[config.mk]
export PLATFORM = sky130hd
export DESIGN_NAME = pwm_audio_out
export DESIGN_NICKNAME = d
export VERILOG_FILES = /design/src/rtl/audio_pkg.sv /design/src/rtl/sample_fifo.sv /design/src/rtl/pwm_audio_out.sv
export SDC_FILE = /design/constraint.sdc
export NUM_CORES = 1
export LEC_CHECK = 0
export BUFFER_PORTS_ARGS = -buffer_cell sky130_fd_sc_hd__buf_2
export CORE_MARGIN = 1.5
export CORE_UTILIZATION = 56
export CTS_BUF_LIST = sky130_fd_sc_hd__clkbuf_16
export CTS_CLUSTER_DIAMETER = 100
export DETAILED_ROUTE_END_ITERATION = 7
export GPL_TIMING_DRIVEN = 1
export HOLD_SLACK_MARGIN = 0.12
export PLACE_DENSITY = 0.8
export SYNTH_ARGS = -nofsm -noshare
export SYNTH_HDL_FRONTEND = slang
export SYNTH_SLANG_ARGS = --single-unit
[constraint.sdc]
create_clock -name clk -period 2.7 [get_ports clk]
set_input_delay 0.405 -clock clk [delete_from_list [all_inputs] [get_ports clk]]
set_output_delay 0.405 -clock clk [all_outputs]
set_load 0.01 [all_outputs]
[src/rtl/audio_pkg.sv]
// Shared audio-path definitions: sample format and default rates/depths
// common to the capture and playback blocks.
package audio_pkg;

  localparam int unsigned SAMPLE_W           = 12;
  localparam int unsigned DEFAULT_FIFO_DEPTH = 16;
  localparam int unsigned DEFAULT_CLK_DIV    = 40000;

  typedef logic signed [SAMPLE_W-1:0] sample_t;

endpackage

[src/rtl/sample_fifo.sv]
// Synchronous sample FIFO with a separate occupancy count so that full and
// empty stay distinct when the power-of-two pointers wrap.
module sample_fifo
  import audio_pkg::*;
#(
  parameter int unsigned DEPTH = DEFAULT_FIFO_DEPTH
) (
  input  logic                   clk,
  input  logic                   rst,
  input  logic                   push,
  input  logic                   pop,
  input  sample_t                din,
  output sample_t                dout,
  output logic [$clog2(DEPTH):0] count,
  output logic                   full,
  output logic                   empty
);

  localparam int unsigned PTR_W = $clog2(DEPTH);
  localparam int unsigned CNT_W = PTR_W + 1;

  sample_t          mem [DEPTH];
  logic [PTR_W-1:0] wr_ptr;
  logic [PTR_W-1:0] rd_ptr;
  logic             wr_en;
  logic             rd_en;

  assign full  = (count == CNT_W'(DEPTH));
  assign empty = (count == CNT_W'(0));
  assign wr_en = push && !full;
  assign rd_en = pop && !empty;
  assign dout  = mem[rd_ptr];

  // Storage carries no reset; validity is tracked entirely by count.
  always_ff @(posedge clk) begin
    if (wr_en) begin
      mem[wr_ptr] <= din;
    end
  end

  always_ff @(posedge clk or negedge rst) begin
    if (!rst) begin
      wr_ptr <= '0;
      rd_ptr <= '0;
      count  <= '0;
    end else begin
      if (wr_en) begin
        wr_ptr <= wr_ptr + PTR_W'(1);
      end
      if (rd_en) begin
        rd_ptr <= rd_ptr + PTR_W'(1);
      end
      case ({wr_en, rd_en})
        2'b10:   count <= count + CNT_W'(1);
        2'b01:   count <= count - CNT_W'(1);
        default: count <= count;
      endcase
    end
  end

endmodule

[src/rtl/pwm_audio_out.sv]
// Playback path: buffers PCM samples, releases one per sample period and
// drives an offset-binary PWM DAC pin, flagging ticks that find no data.
module pwm_audio_out
  import audio_pkg::*;
#(
  parameter int unsigned CLK_DIV    = DEFAULT_CLK_DIV,
  parameter int unsigned PWM_BITS   = 10,
  parameter int unsigned FIFO_DEPTH = DEFAULT_FIFO_DEPTH
) (
  input  logic                        clk,
  input  logic                        rst,
  input  sample_t                     in_sample,
  input  logic                        in_valid,
  output logic                        in_ready,
  input  logic                        enable,
  output logic                        pwm_out,
  output logic                        sample_tick,
  output logic                        underrun,
  output logic [$clog2(FIFO_DEPTH):0] fifo_level
);

  localparam int unsigned CNT_W  = $clog2(FIFO_DEPTH) + 1;
  localparam int unsigned TICK_W = $clog2(CLK_DIV);

  logic [TICK_W-1:0]   tick_cnt;
  logic                tick_last;
  logic [PWM_BITS-1:0] pwm_cnt;
  logic                pwm_last;
  logic [PWM_BITS-1:0] duty;
  logic [PWM_BITS-1:0] duty_nxt;
  sample_t             cur_sample;
  sample_t             fifo_dout;
  logic                fifo_full;
  logic                fifo_empty;
  logic                push;
  logic                pop;
  logic [CNT_W-1:0]    count_nxt;
  logic                unused_sample_bits;

  assign in_ready  = !fifo_full;
  assign push      = in_valid && in_ready;
  assign pop       = sample_tick && !fifo_empty;
  assign tick_last = (tick_cnt == TICK_W'(CLK_DIV - 1));
  assign pwm_last  = &pwm_cnt;
  assign count_nxt = fifo_level + CNT_W'(push) - CNT_W'(pop);

  // Sign bit inverted gives offset binary; low sample bits below PWM
  // resolution are simply dropped.
  assign duty_nxt           = {~cur_sample[SAMPLE_W-1], cur_sample[SAMPLE_W-2 -: PWM_BITS-1]};
  assign unused_sample_bits = ^cur_sample;

  sample_fifo #(
    .DEPTH (FIFO_DEPTH)
  ) u_fifo (
    .clk   (clk),
    .rst   (rst),
    .push  (push),
    .pop   (pop),
    .din   (in_sample),
    .dout  (fifo_dout),
    .count (fifo_level),
    .full  (fifo_full),
    .empty (fifo_empty)
  );

  // Sample-period timer; underrun is registered alongside the tick by
  // looking ahead at the occupancy the tick cycle will see.
  always_ff @(posedge clk or negedge rst) begin
    if (!rst) begin
      tick_cnt    <= '0;
      sample_tick <= 1'b0;
      underrun    <= 1'b0;
    end else begin
      sample_tick <= enable && tick_last;
      underrun    <= enable && tick_last && (count_nxt == CNT_W'(0));
      if (!enable || tick_last) begin
        tick_cnt <= '0;
      end else begin
        tick_cnt <= tick_cnt + TICK_W'(1);
      end
    end
  end

  always_ff @(posedge clk or negedge rst) begin
    if (!rst) begin
      cur_sample <= '0;
    end else if (pop) begin
      cur_sample <= fifo_dout;
    end
  end

  // Duty only changes at the end of a PWM period so no period is split.
  always_ff @(posedge clk or negedge rst) begin
    if (!rst) begin
      pwm_cnt <= '0;
      duty    <= {1'b1, {(PWM_BITS-1){1'b0}}};
      pwm_out <= 1'b0;
    end else begin
      pwm_cnt <= enable ? pwm_cnt + PWM_BITS'(1) : '0;
      if (pwm_last) begin
        duty <= duty_nxt;
      end
      pwm_out <= enable && (pwm_cnt < duty);
    end
  end

endmodule

==> parameters.txt, run 1 <==
Parameter                              Value

Floorplanning
  Die height ... 132.5 um
  Floorplan row count ... 47
  Initial Util ... a little under three fifths
  Die width ... between 100 and 150 um
  Core Area ... 16,470 um2
  Top-Level Pins ... 25
  Die outline area ... between 15,000 and 20,000 um2

Worst setup path
  Largest stage delay on the critical path ... 410 ps
  Type of element capturing the critical path ... flip-flop
  Critical register-to-register path endpoint ... underrun
  Worst Path Arrival ... approximately 3000 ps
  Kind of launch point of the worst setup path ... flip-flop
  Cell repeated most along the worst path ... inv_1
  Startpoint of the worst-slack reg-to-reg timing path ... u_fifo.count[3]
  Slack of the worst reg-to-reg path ... between 70 and 80 ps
  Slowest-stage cell, CP ... dfrtp_2
  Type of the setup path with the least slack ... flip-flop to flip-flop
  Worst-path maximum fanout ... 3
  Required time worst endpoint ... slightly above 3000 ps
  FF-to-FF path depth ... 13
  Worst-path cell chain ... inv_2 -> ha_4 -> inv_1 -> o41ai_4 -> inv_4 -> ha_1 -> inv_1 -> ha_2 -> a21o_1 -> a21oi_2 -> xnor2_1 -> a221o_1 -> and4_1

STA
  Post-Route Hold Slack ... 197.9 ps
  Maximum achievable frequency ... 380.9 MHz
  Final Hold Vio Count ... 0
  # setup viols final ... 0
  Final period utilization ... between 90% and 100%
  Transition time of the tightest slew-check pin ... around 660 ps
  Final setup TNS ... 0 ps
  Final clock skew ... 23.93 ps
  Count of pins over their slew limit ... 0
  RSZ-0062 raised after global routing ... true
  Relative slew slack ... approximately 56%
  Final Critical Period ... around 2600 ps

Detailed routing
  # DRC ... 0
  Routed Antenna Nets ... 0
  Total via count in the routed design ... about 5,000
  TritonRoute pass-1 iters ... 5
  1st-iter DRT viols ... between 300 and 400
  Vias per cell ... between 5 and 6
  Per-cell routed wire length ... slightly above 20 um
  Aggregate routed wire length ... about 18,000 um

Synthesis
  Mapped Avg Cell Area ... 16.53 um2
  Total of flip-flops plus latches after synthesis ... between 200 and 250
  Post-synth top area share ... between 50% and 60%
  Synth Cell Area ... around 9400 um2
  Yosys warnings ... 0
  Top-count cell post-synth ... edfxtp_1
  Leading post-synthesis cells by cell area ... edfxtp_1 51%, dfrtp_1 16%, mux4_2 5.8%, mux4_1 4.5%, ha_1 3.5%
  Commonest cells post-synth ... 160 x edfxtp_1, 61 x dfrtp_1, 41 x nor2_1, 37 x nand2_1, 26 x ha_1
  Register area share after synthesis ... between 60% and 70%
  FFs w/ async S/R, synth ... ~28%
  Number of flops mapped to enable cells by yosys ... 160
  Top_reg_cell synth ... edfxtp_1
  Post-synthesis net count ... just over 600
  Gate count after technology mapping ... 568
  Distinct cells, synth ... between 40 and 50
  Most area-hungry cell type in the Yosys netlist ... edfxtp_1

Clock tree
  Clock tree from TritonCTS ... done
  Clock-pin slew on the worst setup and hold paths ... around 60 ps
  H-tree depth ... 1
  Maximum number of buffers from clock root to sink ... 3
  Worst skew pair latency ... around 530 ps
  Sink count of the clock tree ... 222
  Root Buffer ... clkbuf_16
  Inserted Clock Buffers ... 23

Placement
  Post-Place Cells ... between 800 and 900
  Port Buffers ... 22
  RePlAce Congestion ... between 0.8 and 0.9
  DPL Wire Length ... between 10,000 and 15,000 um
  Post-DP Area ... between 9000 and 10,000 um2

Power
  Total power ... a little over 8 mW
  Static Leak ... 4.037 nW
  Power density of the placed cells ... about 780 nW/um2
  VDD IR-drop max ... between 0.0005 and 0.0006 V

Finish
  Share of post-route cells with drive strength above 1 ... roughly 22%
  Final Instance Area ... ~11,000 um2
  Final-stage net count ... between 600 and 700
  Number of antenna diodes ... 0
  Sequential cell area ... 6360 um2
  Area growth from synthesis to layout ... 13.30%
  Final cell count without fillers ... a little under 900
  Total area of multi-input combinational cells ... between 2000 and 3000 um2
  Fill count ... 1,133

Min path
  Capture endpoint of the worst hold path ... pwm_cnt[1]
  Cell depth of the worst hold path ... 2
  HP Start ... enable
  Path category of the worst min-delay check ... primary input to flip-flop

GRT
  Number of antenna violations at the first check in global routing ... 0
  Met2 track utilization from global routing ... between 30% and 40%
  Number of global-route vias before repair ... ~5,200
  Peak-usage layer in the global routing report ... met2
  Wire length of the first global-routing pass ... 28,420 um
  Pin count of the biggest net entering global routing ... 44
  Total gr overflow ... 0
  Total routing usage reported by global routing ... approximately a fifth
  Met1 track demand over resource ... between 20 and 30%
  Met3 Usage GRT ... under 10%

Status
  Run status ... finished, final reports clean

Flow run
  Number of violations of the max-capacitance limit ... 0
critical path: cells and delay by family, from the launching register on:
family,cells,cell delay (ps)
xor+xnor,1,100
buf+inv,4,240
fa+ha+maj,3,580
flops,1,410
compound gates,4,1010
simple gates,1,170
cell usage in the layout (no fill, tap or decap), drive strengths merged:
master / instances
a21o: 6
a21oi: 9
a221o: 1
a22oi: 20
and2: 3
and3: 11
and4: 4
buf: 59
bufinv: 1
clkbuf: 23
clkinv: 8
clkinvlp: 1
dfrtp: 61
dfstp: 1
dlygate4sd3: 1
edfxtp: 160
fa: 2
ha: 26
inv: 32
mux2: 11
mux2i: 1
mux4: 40
nand2: 37
nand2b: 3
nand3: 10
nand4: 8
nor2: 43
nor2b: 2
nor3: 8
nor4b: 1
o21ai: 16
o41ai: 1
or3: 2
or3b: 1
or4: 1
xnor2: 16
xor2: 17
repair_timing:
item,4_1_cts,5_1_grt
buffers inserted,1,2
endpoints found under the hold margin,26,0
pin swaps,5,2
hold buffers,1,0
cloned,0,0
endpoints found under the setup margin,2,2
resized for setup,11,4
sequential cells by signal, indices dropped and copies added, names as in the netlist:
register	count
u_fifo.mem	160
u_fifo.wr_ptr	4
pwm_out	1
u_fifo.count	5
cur_sample	10
underrun	1
duty	10
u_fifo.rd_ptr	4
tick_cnt	16
pwm_cnt	10
sample_tick	1
final cells by class:
type,instances,share of cell area (%)
inverter,24,0.8705
clock inverter,18,1.106
tap,220,2.588
multi-input combinational,300,26.26
timing repair buffer,60,3.976
sequential,222,59.79
clock buffer,23,5.411
kinds of logic after synthesis:
logic type | count (synthesis) | synth area share, %
DFF | 222 | 67.72
xor gates and xnor gates | 33 | 3.079
muxes | 52 | 11.66
buffers and inverters | 46 | 2.945
and+or+nand+nor | 134 | 6.891
adders and majority gates | 28 | 3.892
AOI/OAI and AO/OA | 53 | 3.812
metrics by stage:
step | setup WS (ps) | util [%]
floorplan | -200.9 | -
global placement | 43.91 | 59.95
detailed placement | -117.5 | 59.95
CTS | 14.99 | 64.48
global route | -32.54 | 64.60
finish | 74.42 | 64.60
worst max path at each step:
stage / startpoint / endpoint / slack [ps]
after CTS: u_fifo.count[2] / underrun / 10
after detailed placement: u_fifo.count[3] / u_fifo.count[4] / -120
after global routing: u_fifo.count[3] / underrun / -30
after global placement: u_fifo.count[3] / underrun / 40
after floorplan: u_fifo.count[2] / u_fifo.count[4] / -200
final: u_fifo.count[3] / underrun / 70
power by group:
group,switching [mW],internal [mW],total (mW),leakage [nW]
registers,0.177,3.98,4.16,2.28
clock network,1.24,1.65,2.89,0.364
logic,0.681,0.530,1.21,1.39
total,2.10,6.16,8.26,4.04
layer usage:
layer	vias up	routed length [um]
met5	-	0
met2	153	9255
met1	2556	7246
met3	37	947
li1	2283	-
met4	0	379
Power figures use the tool's default switching activity.
==> run 2, diff against run 1 <==
--- a/config.mk
+++ b/config.mk
@@ -7,13 +7,14 @@
 export LEC_CHECK = 0
 export BUFFER_PORTS_ARGS = -buffer_cell sky130_fd_sc_hd__buf_2
 export CORE_MARGIN = 1.5
-export CORE_UTILIZATION = 56
+export CORE_UTILIZATION = 57
 export CTS_BUF_LIST = sky130_fd_sc_hd__clkbuf_16
 export CTS_CLUSTER_DIAMETER = 100
 export DETAILED_ROUTE_END_ITERATION = 7
 export GPL_TIMING_DRIVEN = 1
 export HOLD_SLACK_MARGIN = 0.12
-export PLACE_DENSITY = 0.8
+export PLACE_DENSITY = 0.81
 export SYNTH_ARGS = -nofsm -noshare
 export SYNTH_HDL_FRONTEND = slang
+export SYNTH_HIERARCHICAL = 1
 export SYNTH_SLANG_ARGS = --single-unit
==> run 2 against run 1 <==
  * Via count increased by 10%
  * Fmax decreased by 2.6%
  * Global-route usage increased by 1.9 points
  * First-iteration DRC count increased by 45%
  * Sequential power about the same
  * Die area decreased by 0.31%
  * Largest cell class unchanged
  * Highest routed layer unchanged
==> parameters.txt, run 2 <==
Parameter                              Value

Detailed routing
  Vias per cell ... roughly 6.1
  Aggregate routed wire length ... between 15,000 and 20,000 um
  Per-cell routed wire length ... 21.58 um
  TritonRoute pass-1 iters ... 5
  # DRC ... 0
  Total via count in the routed design ... 5,552
  1st-iter DRT viols ... 502
  Routed Antenna Nets ... 0

GRT
  Number of antenna violations at the first check in global routing ... 0
  Pin count of the biggest net entering global routing ... 32
  Number of global-route vias before repair ... 5,626
  Total routing usage reported by global routing ... a little under a quarter
  Total gr overflow ... 0
  Wire length of the first global-routing pass ... around 31,000 um

Power
  Net switching power figure ... between 2 and 2.5 mW
  Share of total power in the clock network ... roughly 36%
  Comb power frac ... roughly 15%
  Register share of total power ... between 40% and 50%
  Static Leak ... 4.095 nW
  Int Power ... 6.376 mW
  Total power ... approximately 8.6 mW
  VDD IR-drop max ... roughly 0.00067 V
  Switching fraction of total power ... between 20% and 30%
  Power density of the placed cells ... 791.2 nW/um2

Worst setup path
  Largest stage delay on the critical path ... around 420 ps
  Required time worst endpoint ... ~3100 ps
  Type of element capturing the critical path ... flip-flop
  Worst Path Arrival ... between 3000 and 4000 ps
  Type of the setup path with the least slack ... flip-flop to flip-flop
  Worst-path maximum fanout ... 3
  Kind of cell with the highest combined delay on the critical path ... simple AND/OR/NAND/NOR gates
  Worst-path cell chain ... nor4_4 -> nand2_1 -> inv_1 -> inv_2 -> nand2_2 -> inv_2 -> and2_4 -> inv_2 -> ha_4 -> buf_6 -> ha_4 -> nor2b_4 -> o21ai_2 -> a21oi_1 -> or3b_4 -> xnor2_2
  Cell repeated most along the worst path ... inv_2
  Critical register-to-register path endpoint ... u_fifo/count[4]
  Slowest-stage cell, CP ... dfrtp_2
  FF-to-FF path depth ... 16
  Slack of the worst reg-to-reg path ... about 3 ps
  Worst path bufs/invs ... 5
  Startpoint of the worst-slack reg-to-reg timing path ... u_fifo/count[2]
  Kind of launch point of the worst setup path ... flip-flop

Flow run
  Number of violations of the max-capacitance limit ... 0

Min path
  Path category of the worst min-delay check ... primary input to flip-flop
  Cell depth of the worst hold path ... 2
  Capture endpoint of the worst hold path ... pwm_cnt[1]
  HP Start ... enable

STA
  Final period utilization ... between 90% and 100%
  Transition time of the tightest slew-check pin ... 1104 ps
  Final clock skew ... about 20 ps
  Relative slew slack ... between 20% and 30%
  Post-Route Hold Slack ... ~220 ps
  Final Critical Period ... around 2700 ps
  Count of pins over their slew limit ... 0
  # setup viols final ... 0
  RSZ-0062 raised after global routing ... true
  Final Hold Vio Count ... 0
  Maximum achievable frequency ... 370.8 MHz
  Post-route setup slack ... slightly below 3 ps

Finish
  Core Util, Final ... around two thirds
  Share of post-route cells with drive strength above 1 ... between 20 and 25%
  Biggest regs ... u_fifo/mem x160, tick_cnt x16
  Total area of multi-input combinational cells ... around 3000 um2
  Most common cell after layout, fill and taps aside ... edfxtp_1
  Register with the most flip-flops ... u_fifo/mem
  Highest-count cells in the layout ignoring fill and taps ... 160 x edfxtp_1, 57 x dfrtp_1, 33 x nor2_1, 33 x nand2_1
  Area growth from synthesis to layout ... 13.85%
  Number of antenna diodes ... 0
  Sequential cell area ... 6365 um2
  Flip-flop count of the largest register after layout ... 160
  Fill count ... 1,091
  Final-stage net count ... around 720

Clock tree
  Sink count of the clock tree ... approximately 220
  Worst skew pair latency ... 510 ps
  Clock-pin slew on the worst setup and hold paths ... ~60 ps
  Maximum number of buffers from clock root to sink ... 3
  Root Buffer ... clkbuf_16
  Clock tree from TritonCTS ... done
  Inserted Clock Buffers ... 23
  H-tree depth ... 1

Floorplanning
  Top-Level Pins ... 25
  Die height ... roughly 130 um
  Core Area ... between 15,000 and 20,000 um2
  Die width ... approximately 130 um
  Floorplan row count ... 47
  Die outline area ... roughly 17,000 um2
  Initial Util ... a little under 60%

Placement
  Setup WS pre-CTS ... -151.6 ps
  RePlAce Congestion ... 0.8050
  DPL Wire Length ... 12,410 um
  Port Buffers ... 22

Synthesis
  Yosys warnings ... 6
  Mapped Avg Cell Area ... roughly 15 um2
  Post-synthesis net count ... 670
  Gate count after technology mapping ... between 600 and 700
  Synth Cell Area ... approximately 9500 um2

Status
  Run status ... finished, final reports clean
[run 2: worst register-to-register path, stage by stage, from the launching register on]
cell and delay, ps:
dfrtp_2 420, nor4_4 290, nand2_1 110, inv_1 80, inv_2 40, nand2_2 70
inv_2 30, and2_4 130, inv_2 60, ha_4 160, buf_6 100, ha_4 190
nor2b_4 120, o21ai_2 130, a21oi_1 80, or3b_4 410, xnor2_2 140
[run 2: metrics by stage]
step	TNS [ps]	cell area [um2]	std cells
floorplan	-43.45	9565	627
global placement	0	9958	864
detailed placement	-151.6	9958	864
CTS	-12.80	10790	913
global route	-480.5	10840	915
finish	0	10840	915
[run 2: how the worst max path moves through the flow]
stage                     depth (start not counted)         endpoint       startpoint  slack (ps)
after floorplan                                  17  u_fifo/count[4]  u_fifo/count[2]         -40
after global placement                           12  u_fifo/count[4]  u_fifo/count[0]           3
after detailed placement                         12  u_fifo/count[4]  u_fifo/count[3]        -150
after CTS                                        16  u_fifo/count[4]  u_fifo/count[1]         -10
after global routing                             16  u_fifo/count[4]  u_fifo/count[2]        -120
final                                            16  u_fifo/count[4]  u_fifo/count[2]           3
[run 2: per-layer routing]
layer  vias to the layer above  global-route usage (%)  share of wire [%]
met2                       235                   38.69                 50
met1                      2825                   30.98                 40
met3                        49                   3.230                6.6
met5                         -                       0                  0
met4                         0                   9.280                3.1
li1                       2443                       -                  -
[run 2: timing repair]
item,4_1_cts,5_1_grt
endpoints found under the hold margin,29,0
resized for setup,9,12
setup endpoints to repair,1,2
pin swaps,8,9
buffers inserted,6,2
hold buffers,1,0
[run 2: cell type report]
type                            instances  share of cell area (%)
Timing Repair Buffer                   55                   3.473
Sequential cell                       222                   58.69
Tap cell                              220                   2.538
Multi-Input combinational cell        348                   27.44
Clock buffer                           23                   5.307
Inverter                               28                  0.9923
Clock inverter                         19                   1.558
[run 2: power groups by stage]
stage | sequential [mW] | clock (mW) | combinational, mW
after global placement | 4.19 | 0 | 1.10
final | 4.17 | 3.09 | 1.32
after floorplan | 4.19 | 0 | 0.760
after detailed placement | 4.22 | 0 | 1.18
after CTS | 4.16 | 3.14 | 1.23
after global routing | 4.19 | 3.27 | 1.43
==> run 3, diff against run 2 <==
--- a/config.mk
+++ b/config.mk
@@ -7,7 +7,7 @@
 export LEC_CHECK = 0
 export BUFFER_PORTS_ARGS = -buffer_cell sky130_fd_sc_hd__buf_2
 export CORE_MARGIN = 1.5
-export CORE_UTILIZATION = 57
+export CORE_UTILIZATION = 60
 export CTS_BUF_LIST = sky130_fd_sc_hd__clkbuf_16
 export CTS_CLUSTER_DIAMETER = 100
 export DETAILED_ROUTE_END_ITERATION = 7
@@ -16,5 +16,4 @@
 export PLACE_DENSITY = 0.81
 export SYNTH_ARGS = -nofsm -noshare
 export SYNTH_HDL_FRONTEND = slang
-export SYNTH_HIERARCHICAL = 1
 export SYNTH_SLANG_ARGS = --single-unit
==> constraint.sdc (replaced) <==
create_clock -name clk -period 3.2 [get_ports clk]
set_input_delay 0.48 -clock clk [delete_from_list [all_inputs] [get_ports clk]]
set_output_delay 0.48 -clock clk [all_outputs]
set_load 0.01 [all_outputs]
==> run 3 against run 2 <==
  * First-iteration DRC count shrank 28%
  * Highest routed layer unchanged
  * Worst setup slack improved by 260 ps
  * Critical endpoint is now u_fifo.count[4]
  * Combinational power is 35% lower
==> parameters.txt, run 3 (synthesis gave the netlist of run 1 again) <==
Parameter                              Value

Floorplanning
  Core Area ... roughly 15,000 um2
  Die height ... between 100 and 150 um
  Top-Level Pins ... 25
  Floorplan row count ... 45
  Die outline area ... roughly 16,000 um2
  Initial Util ... 61.53%
  Die width ... approximately 130 um

STA
  Final Hold Vio Count ... 0
  Count of pins over their slew limit ... 0
  # setup viols final ... 0
  Final setup TNS ... 0 ps
  Final clock skew ... approximately 11 ps
  RSZ-0062 raised after global routing ... false
  Maximum achievable frequency ... between 300 and 400 MHz
  Final period utilization ... between 90% and 100%
  Final Critical Period ... just under 3000 ps
  Relative slew slack ... between 20% and 30%
  Post-Route Hold Slack ... about 140 ps
  Transition time of the tightest slew-check pin ... about 1100 ps

Finish
  Most common cell after layout, fill and taps aside ... edfxtp_1
  Register with the most flip-flops ... u_fifo.mem
  Number of antenna diodes ... 0
  Share of post-route cells with drive strength above 1 ... about a fifth
  Highest-count cells in the layout ignoring fill and taps ... 160 x edfxtp_1, 60 x dfrtp_1, 41 x nor2_1
  Final-stage net count ... 659
  Core Util, Final ... roughly 69%
  Biggest regs ... u_fifo.mem x160, tick_cnt x16
  Final cell count without fillers ... around 840
  Flip-flop count of the largest register after layout ... 160
  Area growth from synthesis to layout ... 11.85%

Clock tree
  Sink count of the clock tree ... between 200 and 250
  Inserted Clock Buffers ... 23
  Post CTS Setup Buffer Count ... 0
  Post-CTS Hold Buffers ... 0
  Maximum number of buffers from clock root to sink ... 3
  Worst skew pair latency ... between 500 and 600 ps
  H-tree depth ... 1
  Clock tree from TritonCTS ... done
  Root Buffer ... clkbuf_16
  CTS-repair resized insts ... 0
  Clock-pin slew on the worst setup and hold paths ... ~60 ps

GRT
  Number of antenna violations at the first check in global routing ... 0
  Wire length of the first global-routing pass ... 27,460 um
  Total gr overflow ... 0
  Total routing usage reported by global routing ... around 22%
  Pin count of the biggest net entering global routing ... 48
  Number of global-route vias before repair ... between 5,000 and 6,000

Worst setup path
  Slack of the worst reg-to-reg path ... ~260 ps
  Kind of cell with the highest combined delay on the critical path ... adder cells
  Worst-path cell chain ... inv_1 -> ha_1 -> inv_1 -> o41ai_4 -> inv_4 -> ha_1 -> ha_1 -> nor2b_1 -> o21ai_0 -> a21oi_1 -> or3b_2 -> xnor2_1
  Largest stage delay on the critical path ... roughly 460 ps
  FF-to-FF path depth ... 12
  Launch point of the critical path ... u_fifo.count[3]
  Worst-path maximum fanout ... 5
  Startpoint of the worst-slack reg-to-reg timing path ... u_fifo.count[3]
  Type of the setup path with the least slack ... flip-flop to flip-flop
  Worst path bufs/invs ... 3
  Critical register-to-register path endpoint ... u_fifo.count[4]
  Required time worst endpoint ... approximately 3600 ps
  Kind of launch point of the worst setup path ... flip-flop
  Type of element capturing the critical path ... flip-flop
  Cell repeated most along the worst path ... ha_1
  Slowest-stage cell, CP ... or3b_2
  Worst Path Arrival ... ~3300 ps

Detailed routing
  Routed Antenna Nets ... 0
  Vias per cell ... 5.955
  Total via count in the routed design ... 5,020
  TritonRoute pass-1 iters ... 5
  Per-cell routed wire length ... about 20 um
  # DRC ... 0
  1st-iter DRT viols ... around 360
  Aggregate routed wire length ... ~17,000 um

Placement
  RePlAce Congestion ... 0.8004
  DPL Wire Length ... about 11,000 um
  Post-Place Cells ... 801
  Port Buffers ... 22

Flow run
  Number of violations of the max-capacitance limit ... 0

Power
  Power density of the placed cells ... 669.3 nW/um2
  VDD IR-drop max ... roughly 0.0005 V
  Static Leak ... slightly below 4 nW

Status
  Run status ... finished, final reports clean

Min path
  Path category of the worst min-delay check ... primary input to asynchronous set/reset pin
## run 3: cell types whose count changed in the layout (fill, tap and decap cells not counted), moves of 9 or more
cell and delta:
a21oi_1 -9, a221oi_2 -10, a22oi_1 +10, mux2_2 -10, mux2i_1 -30, mux4_1 +16
o21ai_0 -15
## run 3: per-layer routing
metal	vias to the layer above	part of all wire, %	GRT usage (%)
li1	2260	-	-
met1	2589	40	28.64
met2	147	53	38.65
met3	24	5.1	3.840
met4	0	1.8	7.270
met5	-	0	0
## run 3: report_power, final
group	internal [mW]	switching (mW)	leakage [nW]
Combinational	0.347	0.515	1.29
Clock	1.56	1.09	0.375
Sequential	3.36	0.151	2.29
## run 3: stage by stage
step | setup slack [ps] | instance area, um2 | power [mW]
global placement | 401.3 | 9744 | 4.340
finish | 264.9 | 10500 | 7.027
CTS | 252.2 | 10500 | 7.070
global route | 114.4 | 10500 | 7.295
floorplan | 297.4 | 9388 | 4.096
detailed placement | 273.6 | 9744 | 4.418
## run 3: worst max-delay path by stage
stage                     slack [ps]               to  depth (start not counted)
after CTS                        250  u_fifo.count[4]                         12
after detailed placement         270  u_fifo.count[4]                         12
final                            260  u_fifo.count[4]                         12
after floorplan                  300  u_fifo.count[4]                         12
after global routing             110         underrun                         14
after global placement           400  u_fifo.count[4]                         12
## run 3: layout make-up
cell class | instances | area, um2
Timing Repair Buffer | 44 | 275.3
Clock inverter | 19 | 180.2
Fill cell | 946 | 4758
Inverter | 24 | 92.59
Clock buffer | 23 | 575.6
Multi-Input combinational cell | 300 | 2754
Sequential cell | 222 | 6359
Tap cell | 211 | 264.0
## run 3: worst reg2reg max path: stages, from the launching register on
cell,delay (ps)
dfrtp_1,430
inv_1,110
ha_1,170
inv_1,70
o41ai_4,290
inv_4,80
ha_1,260
ha_1,330
nor2b_1,140
o21ai_0,230
a21oi_1,100
or3b_2,460
xnor2_1,140
